`src/rtl/sol_seq_pkg.sv`:
```
// Shared types for the solver stream sequencer: FSM states, skid depth, line terminator.
// Latency: n/a (types and constants only).
// Backpressure: n/a.
package sol_seq_pkg;

  typedef enum logic [2:0] {
    ST_IDLE,
    ST_CLEAR,
    ST_STREAM,
    ST_APPEND,
    ST_SETTLE,
    ST_WAIT_RES,
    ST_DONE
  } state_t;

  // Prefetch buffer depth; two entries cover the one-cycle RAM read latency at full rate.
  localparam int SKID_DEPTH = 2;

  // The solver commits a line when it sees LF.
  localparam logic [7:0] ASCII_LF = 8'h0A;

endpackage

```
`src/rtl/sol_seq_skid.sv`:
```
// Two-entry byte FIFO fed by a one-cycle-latency RAM; tracks the read in flight.
// Latency: byte visible at head 2 cycles after rd_issue (issue, RAM return, push).
// Backpressure: can_issue low when entries + in-flight reads would overflow; a same-cycle pop frees a slot.
module sol_seq_skid
  import sol_seq_pkg::*;
(
  input  logic       clk,
  input  logic       rst,
  input  logic       clr,
  input  logic       rd_issue,
  input  logic [7:0] rd_dat,
  input  logic       pop,
  output logic       head_vld,
  output logic [7:0] head_dat,
  output logic       can_issue
);

  logic [7:0] mem [SKID_DEPTH];
  logic       wr_ptr;
  logic       rd_ptr;
  logic       inflight;
  logic [1:0] count;
  logic       push;

  // RAM data returns exactly one cycle after the read, so the in-flight flag is the push strobe.
  assign push      = inflight;
  assign head_vld  = (count != 2'd0);
  assign head_dat  = mem[rd_ptr];
  // Counting a same-cycle pop as a free slot is what allows one byte per cycle.
  assign can_issue = ((count + {1'b0, inflight}) < 2'(SKID_DEPTH)) || pop;

  // Pointer, occupancy and in-flight tracking; clr flushes between passes.
  always_ff @(posedge clk) begin
    if (rst || clr) begin
      inflight <= 1'b0;
      count    <= 2'd0;
      wr_ptr   <= 1'b0;
      rd_ptr   <= 1'b0;
    end else begin
      inflight <= rd_issue;
      if (push) wr_ptr <= ~wr_ptr;
      if (pop)  rd_ptr <= ~rd_ptr;
      case ({push, pop})
        2'b10:   count <= count + 2'd1;
        2'b01:   count <= count - 2'd1;
        default: count <= count;
      endcase
    end
  end

  // Storage needs no reset; occupancy alone decides validity.
  always_ff @(posedge clk) begin
    if (push && !clr) mem[wr_ptr] <= rd_dat;
  end

endmodule

```
`src/rtl/sol_stream_sequencer.sv`:
```
// Runs one solver pass: clear the core, stream LEN RAM bytes (plus optional LF), capture the 64-bit result.
// Latency: CLR_CYCLES + 2-cycle fill + LEN (+1) bytes + SETTLE + result wait (<= TIMEOUT) + 1 DONE cycle.
// Backpressure: sol_valid/sol_char hold while sol_ready is low; RAM reads stop once the skid buffer is full.
module sol_stream_sequencer
  import sol_seq_pkg::*;
#(
  parameter int ADDR_W     = 16,
  parameter int CLR_CYCLES = 4,
  parameter int SETTLE     = 2,
  parameter int TIMEOUT    = 1024,
  parameter bit APPEND_NL  = 1'b1
) (
  input  logic              clk,
  input  logic              rst,
  input  logic              start,
  input  logic [ADDR_W-1:0] len,
  output logic [ADDR_W-1:0] mem_addr,
  output logic              mem_rd,
  input  logic [7:0]        mem_rdata,
  output logic              sol_rst_n,
  output logic              sol_valid,
  output logic [7:0]        sol_char,
  input  logic              sol_ready,
  input  logic [63:0]       sol_result,
  input  logic              sol_out_valid,
  output logic              busy,
  output logic              done,
  output logic [63:0]       result,
  output logic [ADDR_W:0]   bytes_sent,
  output logic              err_timeout
);

  state_t            state;
  logic [ADDR_W-1:0] len_q;
  logic [ADDR_W:0]   len_ext;
  logic [ADDR_W:0]   issued_cnt;
  logic [31:0]       cnt;
  logic              head_vld;
  logic [7:0]        head_dat;
  logic              can_issue;
  logic              hs;
  logic              pop;
  logic              skid_clr;

  assign len_ext   = {1'b0, len_q};
  assign sol_valid = ((state == ST_STREAM) && head_vld) || (state == ST_APPEND);
  assign sol_char  = (state == ST_APPEND) ? ASCII_LF : head_dat;
  assign hs        = sol_valid && sol_ready;
  assign pop       = hs && (state == ST_STREAM);
  assign mem_rd    = (state == ST_STREAM) && (issued_cnt < len_ext) && can_issue;
  // Nothing is in flight when STREAM exits, so flushing outside STREAM loses no data.
  assign skid_clr  = (state != ST_STREAM);

  sol_seq_skid u_skid (
    .clk       (clk),
    .rst       (rst),
    .clr       (skid_clr),
    .rd_issue  (mem_rd),
    .rd_dat    (mem_rdata),
    .pop       (pop),
    .head_vld  (head_vld),
    .head_dat  (head_dat),
    .can_issue (can_issue)
  );

  // Pass sequencing, read addressing, byte accounting and result capture.
  always_ff @(posedge clk) begin
    if (rst) begin
      state       <= ST_IDLE;
      len_q       <= '0;
      issued_cnt  <= '0;
      mem_addr    <= '0;
      cnt         <= 32'd0;
      sol_rst_n   <= 1'b0;
      busy        <= 1'b0;
      done        <= 1'b0;
      result      <= 64'd0;
      bytes_sent  <= '0;
      err_timeout <= 1'b0;
    end else begin
      done <= 1'b0;
      // Address stops at len-1 so it never points past the data.
      if (mem_rd) begin
        issued_cnt <= issued_cnt + 1'b1;
        if ((issued_cnt + 1'b1) < len_ext) mem_addr <= mem_addr + 1'b1;
      end
      unique case (state)
        ST_IDLE: begin
          sol_rst_n <= 1'b0;
          if (start) begin
            len_q       <= len;
            result      <= 64'd0;
            bytes_sent  <= '0;
            err_timeout <= 1'b0;
            busy        <= 1'b1;
            issued_cnt  <= '0;
            mem_addr    <= '0;
            cnt         <= 32'd0;
            state       <= ST_CLEAR;
          end
        end
        ST_CLEAR: begin
          if (cnt == 32'(CLR_CYCLES - 1)) begin
            cnt       <= 32'd0;
            sol_rst_n <= 1'b1;
            if (len_q == '0) state <= APPEND_NL ? ST_APPEND : ST_SETTLE;
            else             state <= ST_STREAM;
          end else begin
            cnt <= cnt + 32'd1;
          end
        end
        ST_STREAM: begin
          if (hs) begin
            bytes_sent <= bytes_sent + 1'b1;
            if ((bytes_sent + 1'b1) == len_ext) begin
              cnt <= 32'd0;
              if (!APPEND_NL || (head_dat == ASCII_LF)) state <= ST_SETTLE;
              else                                       state <= ST_APPEND;
            end
          end
        end
        ST_APPEND: begin
          if (hs) begin
            bytes_sent <= bytes_sent + 1'b1;
            cnt        <= 32'd0;
            state      <= ST_SETTLE;
          end
        end
        ST_SETTLE: begin
          if (cnt == 32'(SETTLE - 1)) begin
            cnt   <= 32'd0;
            state <= ST_WAIT_RES;
          end else begin
            cnt <= cnt + 32'd1;
          end
        end
        ST_WAIT_RES: begin
          if (sol_out_valid) begin
            result <= sol_result;
            done   <= 1'b1;
            state  <= ST_DONE;
          end else if (cnt == 32'(TIMEOUT - 1)) begin
            err_timeout <= 1'b1;
            done        <= 1'b1;
            state       <= ST_DONE;
          end else begin
            cnt <= cnt + 32'd1;
          end
        end
        ST_DONE: begin
          busy      <= 1'b0;
          sol_rst_n <= 1'b0;
          state     <= ST_IDLE;
        end
        default: state <= ST_IDLE;
      endcase
    end
  end

endmodule

```
`config.mk`:
```
export PLATFORM = sky130hd
export DESIGN_NAME = sol_stream_sequencer
export DESIGN_NICKNAME = d
export VERILOG_FILES = /design/src/rtl/sol_seq_pkg.sv /design/src/rtl/sol_seq_skid.sv /design/src/rtl/sol_stream_sequencer.sv
export SDC_FILE = /design/constraint.sdc
export NUM_CORES = 1
export LEC_CHECK = 0
export BUFFER_PORTS_ARGS = -buffer_cell sky130_fd_sc_hd__buf_4
export CORE_ASPECT_RATIO = 0.9
export CORE_MARGIN = 2
export CORE_UTILIZATION = 44
export DETAILED_ROUTE_END_ITERATION = 10
export GPL_TIMING_DRIVEN = 0
export PLACE_DENSITY = 0.68
export SLEW_MARGIN = 20
export SYNTH_ARGS = -nofsm -noshare
export SYNTH_HDL_FRONTEND = slang
export SYNTH_SLANG_ARGS = --single-unit
```
`constraint.sdc`:
```
create_clock -name clk -period 4.3 [get_ports clk]
set_input_delay 1.29 -clock clk [delete_from_list [all_inputs] [get_ports clk]]
set_output_delay 1.29 -clock clk [all_outputs]
set_load 0.05 [all_outputs]
```
# == Word level (Yosys, flattened, before mapping) ==
# Memory sizes are Yosys's and may differ from the RTL's. A register that Yosys moved wholly into a read port is not among the register bits.
# Cells that the tools add are included.
# W data, S select, Z words.
# totals
ff_bits,174
ram_bits,16
inputBits,93
output_inout_bits,111
wordCells,134
mem_count,1
# classes
add_sub_neg,7
order_cmp,3
eq_ne,26
mux,49
bitwise,3
n_reduce_logical,30
# memory_table
name,depth,width,read_ports,rd_clocked_by_memory_dff,wr,line_no,source
u_skid.mem,2,8,1,1,1,sol_seq_skid.sv:18,logic [7:0] mem [SKID_DEPTH];
# op_table
operator,n
$mux W32,8
$pmux W32 S6,1
$mux W64,2
$pmux W64 S2,1
$mux W17,5
$mux W16,4
$add A17 B1 Y17 const B,2
$lt A17 B16 Y1,2
$pmux W17 S2,1
$add A32 B1 Y32 const B,1
$eq A32 B1 Y1 const B,1
$eq A32 B10 Y1 const B,1
$eq A32 B2 Y1 const B,1
$mux W3,9
$ne A2 B2 Y1 const B,9
$pmux W3 S6,1
$eq A17 B16 Y1,1
$add A16 B1 Y16 const B,1
$logic_not A16 Y1,1
$reduce_and A7 Y1,2
$mux W1,12
$reduce_bool A2 Y1,6
$eq A3 B3 Y1 const B,3
$eq A8 B4 Y1 const B,1
other kinds (24),42

# == Logic depth before layout (Yosys ltp) ==
# Gate-level depths: netlist (run 1).
# logic_depth
ltp_word,10
mapped_depth,16
depth_no_buf,15

# == Hierarchy ==
# From an unflattened synthesis (run 1), not the netlist that was laid out.
# unflattened
cells_unflattened,1237
area_unflattened_um2,10032.1
# by_module_without_submodules
module,n_inst,cells_per_inst,area_per_inst_um2,seq_area_each_um2
sol_stream_sequencer,1,1185,9198.8,3383.2
sol_seq_skid,1,52,833.3,600.6

# == Worst setup path after synthesis (run 1) ==
# No wires, ideal clock.
# synth_timing
kind,input-to-output
start,input port sol_ready
end,output port mem_rd
arrival_time_ns,2.757
required_time_ns,3.010
path_slack_ns,0.253
cell_stages,6
n_path_buf,1
path_cell_list,nand2b_1 -> nor2_1 -> o221ai_1 -> a21o_1 -> inv_1 -> clkbuf_1
# synth_via
elab_chain_cells,4
# synth_lines
item,line_no,source
start: declaration,sol_stream_sequencer.sv:23,"input logic sol_ready,"
$logic_and A1 B1 Y1,sol_stream_sequencer.sv:48,assign hs = sol_valid && sol_ready;
$logic_and A1 B1 Y1,sol_stream_sequencer.sv:49,assign pop = hs && (state == ST_STREAM);
$logic_or A1 B1 Y1,sol_seq_skid.sv:30,"assign can_issue = ((count + {1'b0, inflight}) < 2'(SKID_DEPTH)) || pop;"
$logic_and A1 B1 Y1,sol_stream_sequencer.sv:50,assign mem_rd = (state == ST_STREAM) && (issued_cnt < len_ext) && can_issue;
end: declaration,sol_stream_sequencer.sv:18,"output logic mem_rd,"
# Every way passes these cells.

# == Worst setup path in the final report (run 1) ==
# layout_timing
start,register len_q[15]
end,output port mem_rd
# layout_via
elab_chain_cells,3
# layout_lines
item,line_no,source
start: declaration,sol_stream_sequencer.sv:34,logic [ADDR_W-1:0] len_q;
start signal: assignment,sol_stream_sequencer.sv:91,len_q <= len;
$lt A17 B16 Y1,sol_stream_sequencer.sv:50,
$logic_and A1 B1 Y1 (2 in series),sol_stream_sequencer.sv:50,
# Every way passes these cells.

==> results.md, run 1 <==
Critical path:
- The endpoint arrival time on the critical path is 2.82 ns.
- Of all nets on the critical path, the largest fanout is 6.
- STA classifies the critical path startpoint as a register.
- STA classifies the critical path endpoint as an output pin.
- The type of the setup path with the least slack is reg -> out.
- The required time of the critical path is 3.01 ns.

Clock tree:
- The tree built by TritonCTS fans out to 191 sinks.
- Clock-pin slew was measured on the worst setup and hold paths at 0.07 ns.
- The total clock buffers created by CTS is 17.
- CTS built an H-tree with a depth of 4.
- For the worst-skew pair, the clock arrives at the later sink with an insertion delay of 0.44 ns.
- The hold buffer count at CTS is 0.
- The tree is rooted in a clkbuf_16.
- The CTS tree is done.
- In this run the deepest clock path goes through 2 buffers.

Placed design:
- During placement, the flow inserted port buffers numbering 203.
- The instance count after placement with tap cells included is 1,702.
- The detailed placer's ending HPWL is 22.0 mm.
- At the end of routability-driven placement, the weighted congestion stood at 0.897.

Finish:
- The fraction of the core area covered by cells at the end of the flow is 56.7%.
- The multi-input combinational cells in the finished layout cover a total of 5340 sq um.
- The area taken by flip-flops and latches is 3980 sq um.
- The number of antenna diodes in the final layout is 0.
- Leaving out filler cells and counting taps, the final layout contains 1,738.
- Leaving out fill and tap cells, the most frequent cell in the layout is buf_4.
- The top cell types in the final layout, fill and taps aside, are 211 x buf_4, 175 x dfxtp_1, 173 x nand2_1.
- The number of nets in the finished design is 1,564.
- In the final layout, the share of cells above drive strength 1 is 20.0%.
- From synthesis to final layout, the design area changed by 26.4%.
- The filler cell count is 2,028.

Routing:
- The initial DRC count is 813.
- The count of antenna-violating nets left after detailed routing is 0.
- Dividing the detail-routed wire length by the instance count gives 16.9 um.
- The total iterations of the first detailed-routing run is 5.
- The post-route DRC violation count is 0.
- The final wirelength is 29.4 mm.
- The per-cell via count in the routed design is 5.45.
- The via total after detailed routing is 9,473.

Yosys:
- The cell area after synthesis is 9700 sq um.
- The post-synthesis sequential area ratio is 41.1%.
- Synthesis produced a netlist whose cell count is 1,208.
- When the netlist entered floorplanning its net count stood at 1,337.
- In the synthesized netlist the dominant register cell turns out to be dfxtp_1.
- The mean instance size in the synthesized netlist is 8.03 sq um.
- Sorting the synthesized cells by area gives the leading types as dfxtp_1 36%, a21oi_1 7.1%, nand2_1 6.7%, nand3_1 5.3%, edfxtp_1 5.0%.
- Yosys mapped a number of flops with a built-in enable equal to 16.
- The synthesis warning total is 0.
- The synthesized design contains 191 register bits.
- The synthesized design devotes to its leading area cell type 36.1% of total area.
- The number of different library cells used by synthesis comes to 65.
- The cell type with the largest total area after synthesis is dfxtp_1.
- The proportion of synthesized flip-flops having asynchronous set or reset is 0%.

Global routing:
- The total routing resource utilization after global routing is 25.0%.
- The first-pass GRT wire length is 46.4 mm.
- The initial antenna violation count was 0.
- Entering global routing, the biggest net connects 20 pins.
- The number of global-route vias before repair was 8,812.
- The global-route congestion overflow total is 0.

STA:
- The final-report setup violation count is 0.
- Hold is met by 0.453 ns.
- For the final database, setup skew stands at 0.0160 ns.
- For this run, the top clock speed supported by timing is 0.243 GHz.
- The count of final hold-check violations is 0.
- The final critical path takes up 95.6% of the cycle.
- The worst max-slew margin expressed relative to the limit is 18.5%.
- The slew at the pin closest to its max-slew limit is 1.21 ns.
- The final count of pins violating max slew is 0.
- The routed design could run at a clock period as short as 4.11 ns.

Floorplan:
- Once the floorplan was initialized, standard cells occupied 44.8% of the core.
- In this run the horizontal extent of the chip is 161 um.
- The core region area is 21,600 sq um.
- In this run the core area contains 51 standard-cell rows.
- The overall die height is 145 um.
- The area enclosed by the die boundary is 23,300 sq um.
- In this run the count of I/O pins placed on the die edge is 204.

Pwr:
- Dividing total power by cell area gives a power density of 399 nW/um^2.
- The static power due to leakage is 0.00477 uW.
- The worst IR drop on VDD is 0.000245 V.

Min path:
- The class of the tightest hold or removal check is reg -> reg.

Run status:
- The run finished with clean final reports.

Flow run:
- The tool flagged a number of max-cap violations equal to 0.
registers in the layout, summed over array words and instances (netlist names), 2 cells and up, named ones only:
register,cells
len_q,16
u_skid.count,2
bytes_sent,17
mem_addr,16
state,3
issued_cnt,17
result,64
u_skid.mem,16
cnt,32
synth_stat cells, drive strengths merged, types with 2 or more instances:
| master | n |
|---|---|
| dfxtp | 175 |
| nor3 | 27 |
| and2 | 5 |
| clkbuf | 53 |
| o21ai | 84 |
| and3 | 16 |
| xor2 | 27 |
| buf | 14 |
| a211oi | 8 |
| or3 | 24 |
| or2 | 6 |
| xnor2 | 33 |
| nand3 | 102 |
| nor2 | 98 |
| o211ai | 5 |
| inv | 34 |
| nand2 | 174 |
| a31oi | 10 |
| nor4 | 24 |
| and4 | 4 |
| a21o | 11 |
| o41ai | 4 |
| ha | 36 |
| nand4 | 25 |
| mux2i | 7 |
| nor2b | 7 |
| nand2b | 9 |
| edfxtp | 16 |
| a21oi | 140 |
| a2bb2oi | 2 |
| o31ai | 7 |
| a2111oi | 2 |
| a311oi | 4 |
path summary, 6_finish.rpt:
check / from / to / slack, ns / depth (start not counted)
max: len_q[15]$_SDFFE_PP0P_ / mem_rd / 0.19 / 8
min: result[49]$_SDFFE_PP0P_ / result[49]$_SDFFE_PP0P_ / 0.45 / 2
max reg2reg: issued_cnt[0]$_SDFF_PP0_ / mem_addr[12]$_SDFF_PP0_ / 0.23 / 17
min reg2reg: result[49]$_SDFFE_PP0P_ / result[49]$_SDFFE_PP0P_ / 0.45 / 2
repair_timing:
| item | CTS | global route |
|---|---|---|
| setup endpoints to repair | 7 | 12 |
| resized for setup | 3 | 6 |
| pin swaps | 0 | 1 |
| buffers inserted | 0 | 6 |
kinds of logic after synthesis:
family,share of synthesized area (%)
simple gates,26.6
compound gates,17.3
flops,41.1
buf+inv,4.26
xor+xnor,5.42
fa+ha+maj,4.64
mux,0.722
metrics by stage:
stage	power, uW	worst slack (ns)	instance area [sq um]	setup TNS (ns)
after floorplan	2830	0.253	9700	0
after global placement	3260	-0.428	11600	-0.432
after detailed placement	3270	-0.383	11600	-0.500
after CTS	4870	0.0855	12200	0
after global routing	5110	-0.00211	12300	-0.00211
final	4890	0.189	12300	0
metal layers:
layer | routed length, um | global-route usage [%] | vias to the layer above
met5 | 0 | 0 | -
met4 | 369 | 5.31 | 0
met3 | 2400 | 7.15 | 25
met2 | 13600 | 41.6 | 289
met1 | 13100 | 32.5 | 4419
li1 | - | - | 4740
power breakdown:
part / total [uW] / leakage, uW / internal, uW / switching, uW
clock network: 1610 / 0.000290 / 810 / 802
registers: 1900 / 0.00156 / 1840 / 62.0
logic: 1380 / 0.00293 / 432 / 946
total: 4890 / 0.00477 / 3080 / 1810
layout make-up:
cell class / count / share of cell area [%]
timing repair buffer: 209 / 12.8
clock buffer: 18 / 3.67
sequential: 191 / 32.5
inverter: 34 / 1.07
tap: 291 / 2.97
buffer: 66 / 2.31
multi-input combinational: 916 / 43.5
clock inverter: 13 / 1.13
worst max-delay path, cell delays in order, from the launching register on:
cell and delay [ns]:
dfxtp_1 0.50, inv_1 0.13, ha_1 0.33, and4_1 0.20, a2111oi_2 0.34, o221ai_1 0.24, a21o_1 0.29, clkinvlp_4 0.15
buf_4 0.21
No activity file was read; power rests on OpenSTA's default activity.
==> run 2: changes to the inputs <==
- clock period: 4.3 -> 5.25 ns (I/O delays scaled with it)
==> results.md, run 2 (synthesized netlist as in run 1, its figures left out) <==
Run status:
- The run finished with clean final reports.

Floorplan:
- In this run the vertical extent of the chip is 145 um.
- The core region area is 21,600 sq um.
- The number of standard-cell rows in the floorplan is 51.
- Once the floorplan was initialized, standard cells occupied 44.8% of the core.
- 204 I/O pins were placed.
- The die covers 23,300 sq um.
- The overall die width is 161 um.

Critical path:
- The sort of element at the end of the critical path is an output pin.
- The endpoint arrival time on the critical path is 3.51 ns.
- The required time of the critical path is 3.68 ns.
- The type of the setup path with the least slack is in -> out.
- The worst setup path is launched from an input pin.
- The largest fanout on the critical path is 10.

Finish:
- The number of antenna diodes in the final layout is 0.
- The most common cell after layout, fill and taps aside is buf_4.
- In the layout the commonest cells are 205 x buf_4, 175 x dfxtp_1, 173 x nand2_1.
- The fraction of the core area covered by cells at the end of the flow is 56.4%.
- The share of cells above drive strength 1 is 19.2%.
- The largest register by flop count is result.
- The largest registers in the layout are result x64, cnt x32.
- The flip-flop count of the largest register after layout is 64.
- The filler cell count is 2,030.
- The number of nets in the finished design is 1,559.
- The multi-input gate area in the final layout is 5320 sq um.
- The final design area excluding fillers is 12,200 sq um.
- The sequential cells in the finished layout cover a total of 3980 sq um.
- From synthesis to final layout, the design area changed by 25.7%.

STA:
- In this run the tightest slew margin relative to its limit is 16.2%.
- The final setup skew is 0.0145 ns.
- The aggregate negative setup slack is 0 ns.
- For this run, the top clock speed supported by timing is 0.196 GHz.
- Setup slack closes at 0.161 ns.
- The final count of pins violating max slew is 0.
- For the pin with the worst max-slew slack, the measured transition is 1.25 ns.
- Setup violations remaining at the end of the flow were counted as 0.
- The count of final hold-check violations is 0.
- The share of the clock period used by the worst path is 96.9%.
- Setup repair after global routing left no endpoint under its margin.
- The final critical-path required period is 5.09 ns.

Clock tree:
- The number of sinks on the clock net is 191.
- Gates resized during post-CTS repair numbered 1.
- After clock tree synthesis, the clock-pin slew on the worst setup and hold paths is 0.07 ns.
- The CTS tree is done.
- The clock passes through at most 2 buffers.
- CTS built an H-tree with a depth of 4.
- Buffers added to address setup during post-CTS repair amount to 0.
- The buffer type at the clock tree root is clkbuf_16.
- The worst-skew pair later-pin latency is 0.44 ns.
- In this run, CTS created clock tree buffers numbering 17.
- In this run, post-CTS hold repair placed 0 buffers.

Pwr:
- The cell area power density is 327 nW/um^2.
- In this run, the clock network consumes 33.2% of the power.
- The sequential fraction of design power is 39.1%.
- The share of total power consumed by net switching is 37.1%.
- The completed layout was analyzed and its total power is 3980 uW.
- The worst IR drop on VDD is 0.000203 V.
- The internal portion of total power is 2500 uW.
- The combinational group share of total power is 27.7%.
- The static power due to leakage is 0.00473 uW.
- Summed over all nets, the switching power comes to 1480 uW.

Routing:
- The count of antenna-violating nets left after detailed routing is 0.
- Summing over every cut layer, the via total after detailed routing is 9,459.
- For this run, the detailed router's first-pass iteration total came to 5.
- The first routing iteration left 785 violations.
- Wires add up to 29.4 mm.
- The post-route DRC violation count is 0.
- Dividing the detail-routed via count by the number of cells gives 5.46.
- The detailed-route wire length per cell is 16.9 um.

Global routing:
- Global routing consumed, over all layers together, 25.0% of the routing resources.
- The number of global-route vias before repair is 8,820.
- The global-route congestion overflow total is 0.
- The initial antenna violation count came to 0.
- Entering global routing, the biggest net connects 20 pins.
- The first global-routing pass estimated 46.4 mm of wire.

Min path:
- The class of the tightest hold or removal check is reg -> reg.

Placed design:
- The pre-CTS setup slack is -0.00273 ns.
- The last weighted congestion value of the routability-driven placer is 0.897.
- Input and output buffers added on the ports amount to 203.
- Once detailed placement completed, the half-perimeter wirelength came to 22.0 mm.
- The standard cell area after detailed placement is 11,600 sq um.

Flow run:
- The tool flagged a number of max-cap violations equal to 0.
## run 2: cell count changes in the layout (fill, tap and decap cells not counted), sizes merged
cell and change:
inv +1, buf -6, clkinvlp -1, clkbuf +1
## run 2: stage by stage
stage,hold slack [ns],cells
final,0.453,1733
after global routing,0.474,1733
after CTS,0.455,1733
after detailed placement,0.444,1702
after global placement,0.438,1702
after floorplan,0.440,1208
## run 2: layer usage
metal / global-route usage, % / share of wire, % / vias up
met4: 5.31 / 1.3 / 0
met5: 0 / 0 / -
met2: 41.5 / 46 / 314
met3: 7.15 / 8.6 / 24
li1: - / - / 4731
met1: 32.6 / 44 / 4390
## run 2: power groups by stage
stage / clock network, uW / registers [uW] / logic (uW)
6_report: 1320 / 1560 / 1100
5_1_grt: 1390 / 1560 / 1200
4_1_cts: 1340 / 1560 / 1090
3_5_place_dp: 0 / 1590 / 1090
3_3_place_gp: 0 / 1590 / 1080
2_1_floorplan: 0 / 1590 / 722
## run 2: cell type report
type	count	area share, %
clock inverter	13	1.14
inverter	34	1.05
clock buffer	18	3.69
tap	291	2.99
sequential	191	32.7
multi-input combinational	916	43.6
timing repair buffer	203	12.5
buffer	67	2.34
## run 2: worst max-delay path: stages
cell,delay (ns)
buf_4,0.10
nand2b_1,0.11
nor2_2,0.31
o221ai_1,0.25
a21o_1,0.27
inv_1,0.14
clkbuf_1,0.45
buf_4,0.30
## run 2: path summary, 6_finish.rpt
check        cells after the start                 endpoint  slack, ns                startpoint
max                              8                   mem_rd       0.16                 sol_ready
min                              2  result[49]$_SDFFE_PP0P_       0.45   result[49]$_SDFFE_PP0P_
max reg2reg                     16  mem_addr[12]$_SDFF_PP0_       0.88  issued_cnt[0]$_SDFF_PP0_
min reg2reg                      2  result[49]$_SDFFE_PP0P_       0.45   result[49]$_SDFFE_PP0P_
==> run 3: changes to the inputs <==
- clock period: 5.25 -> 6.05 ns (I/O delays scaled with it)
==> results.md, run 3 (synthesized netlist as in run 1, its figures left out) <==
Critical path:
- Along the worst path, the maximum fanout reaches 10.
- The most frequent cell on the critical path is buf_4.
- The critical path contains buffers and inverters numbering 4 combined.
- On the critical path the largest part of the delay comes from buffers and inverters.
- The type of the setup path with the least slack is in -> out.
- For this run, the slowest stage of the critical path takes 0.45 ns.
- The endpoint arrival time on the critical path is 3.94 ns.
- STA puts the critical path data required time at 4.24 ns.
- Traced cell by cell, the critical path runs through buf_4, nand2b_1, nor2_1, o221ai_1, a21o_1, inv_1, clkbuf_1, buf_4.
- The sort of element at the end of the critical path is an output pin.
- The slowest library cell on the worst path is nor2_1.
- The worst setup path is launched from an input pin.

Global routing:
- The number of global-route vias before repair was 8,820.
- For this run the aggregate overflow at the end of global routing stands at 0.
- The initial antenna violation count is 0.
- The most used routing layer in global routing is met2.
- The first-pass GRT wire length is 46.4 mm.
- The maximum number of pins on one net before global-route repair is 20.
- For this run, the total global-route usage over all layers was measured as 25.0%.
- For this run, global-route usage on met2 was measured as 41.5%.
- The routing usage on met1 is 32.6%.
- The met3 layer usage reported by global route is 7.15%.

STA:
- The final-report setup violation count is 0.
- The final count of pins violating max slew is 0.
- Dividing the final minimum period by the clock period gives 95.1%.
- The count of final hold-check violations came to 0.
- The aggregate negative setup slack is 0 ns.
- The maximum clock frequency is 0.174 GHz.
- Setup repair after global routing left no endpoint under its margin.
- The worst max-slew margin expressed relative to the limit is 15.3%.
- The routed design could run at a clock period as short as 5.75 ns.
- For the pin with the worst max-slew slack, the measured transition is 1.26 ns.
- The worst hold margin is 0.453 ns.
- The final setup skew is 0.0145 ns.

Placed design:
- The last weighted congestion value of the routability-driven placer is 0.897.
- Input and output buffers added on the ports amount to 203.
- The standard cell area after detailed placement is 11,600 sq um.
- The detailed placer's ending HPWL is 22.0 mm.

Routing:
- The count of nets left with antenna violations once routing finished came out at 0.
- Detailed routing inserted a total of 9,459 vias.
- The detailed-route wire length per cell is 16.9 um.
- The per-cell via count in the routed design is 5.46.
- The initial DRC count is 774.
- The final wirelength is 29.4 mm.
- The pre-antenna-repair detailed-routing pass consisted of 5 iterations.
- The post-route DRC violation count is 0.

Finish:
- The flip-flop count of the largest register after layout is 64.
- The largest registers in the layout are result x64, cnt x32.
- The area growth from synthesis to layout is 25.6%.
- Of the cells placed in the final design, the portion with a size suffix greater than 1 is 19.1%.
- The filler cells instantiated in the layout total 2,031.
- The library cells used most frequently in the layout, excluding fill and tap cells, are 205 x buf_4, 175 x dfxtp_1, 173 x nand2_1.
- The final design area excluding fillers is 12,200 sq um.
- The largest register by flop count is result.
- The library cell used most frequently in the layout, excluding fill and tap cells, is buf_4.
- The total inserted antenna cells is 0.
- For this run, the post-layout net count is 1,559.

Pwr:
- For this design the ratio of total power to cell area is 284 nW/um^2.
- Across the VDD grid, the largest voltage drop is 0.000177 V.
- The static power due to leakage is 0.00473 uW.

Clock tree:
- In this run the post-CTS setup repair buffer count came out at 0.
- The level count of the clock H-tree is 4.
- The tree is rooted in a clkbuf_16.
- The clock-pin slew reported for the worst setup and hold paths after clock tree synthesis is 0.07 ns.
- The longest clock path from root to sink contains 2 buffers.
- TritonCTS built the clock tree.
- Buffers inserted to repair hold after CTS numbered 0.
- The total clock buffers created by CTS is 17.
- The clock reaches the later pin of the worst-skew pair after 0.44 ns.
- The number of sinks on the clock net is 191.
- After clock tree synthesis, the repair step resized 0 gates.

Floorplan:
- For this configuration, the core starts out at a cell density of 44.8%.
- The core region area is 21,600 sq um.
- The floorplan step defined a die boundary enclosing 23,300 sq um.
- Row generation in the floorplan step produced 51 rows.
- The overall die width is 161 um.
- The number of I/O pins is 204.
- The overall die height is 145 um.

Flow run:
- The max-capacitance violation count is 0.

Min path:
- The class of the tightest hold or removal check is reg -> reg.

Run status:
- The run finished with clean final reports.
==> run 3: through the flow <==
step / setup WS [ns] / utilization [%] / cells / total power, uW
CTS: 0.318 / 56.3 / 1733 / 3460
floorplan: 0.953 / - / 1208 / 2010
finish: 0.297 / 56.3 / 1733 / 3460
global placement: 0.272 / 53.6 / 1702 / 2310
detailed placement: 0.317 / 53.6 / 1702 / 2320
global route: 0.187 / 56.3 / 1733 / 3610
==> run 3: report_power, final <==
part / total [uW] / leakage, uW / switching [uW] / internal, uW
Clock: 1150 / 0.000290 / 573 / 576
Combinational: 957 / 0.00289 / 667 / 291
Sequential: 1350 / 0.00156 / 44.0 / 1310
==> run 3: cell type report <==
| cell class | count | area (sq um) | area share [%] |
|---|---|---|---|
| Buffer | 67 | 285 | 2.34 |
| Sequential cell | 191 | 3980 | 32.7 |
| Multi-Input combinational cell | 916 | 5310 | 43.6 |
| Tap cell | 291 | 364 | 2.99 |
| Inverter | 34 | 128 | 1.05 |
| Clock inverter | 13 | 139 | 1.14 |
| Clock buffer | 18 | 450 | 3.70 |
| Timing Repair Buffer | 203 | 1520 | 12.5 |
==> run 3: worst register-to-register path, delay by kind of cell, from the launching register on <==
kind,cells,cell delay [ns]
compound gates,4,0.84
fa+ha+maj,2,0.50
buf+inv,1,0.24
xor+xnor,1,0.17
flops,1,0.41
simple gates,8,2.16
==> run 3: final timing paths <==
path                            startpoint                       to  slack, ns  cells past startpoint
setup reg to reg  issued_cnt[0]$_SDFF_PP0_  mem_addr[12]$_SDFF_PP0_       1.68                     16
hold / removal     result[49]$_SDFFE_PP0P_  result[49]$_SDFFE_PP0P_       0.45                      2
hold reg to reg    result[49]$_SDFFE_PP0P_  result[49]$_SDFFE_PP0P_       0.45                      2
setup / recovery                 sol_ready                   mem_rd       0.30                      8
==> run 3: routing by layer <==
layer / vias to the layer above / part of all wire, %
met5: - / 0
met4: 0 / 1.3
met3: 23 / 8.6
met2: 307 / 46
met1: 4402 / 44
li1: 4727 / -
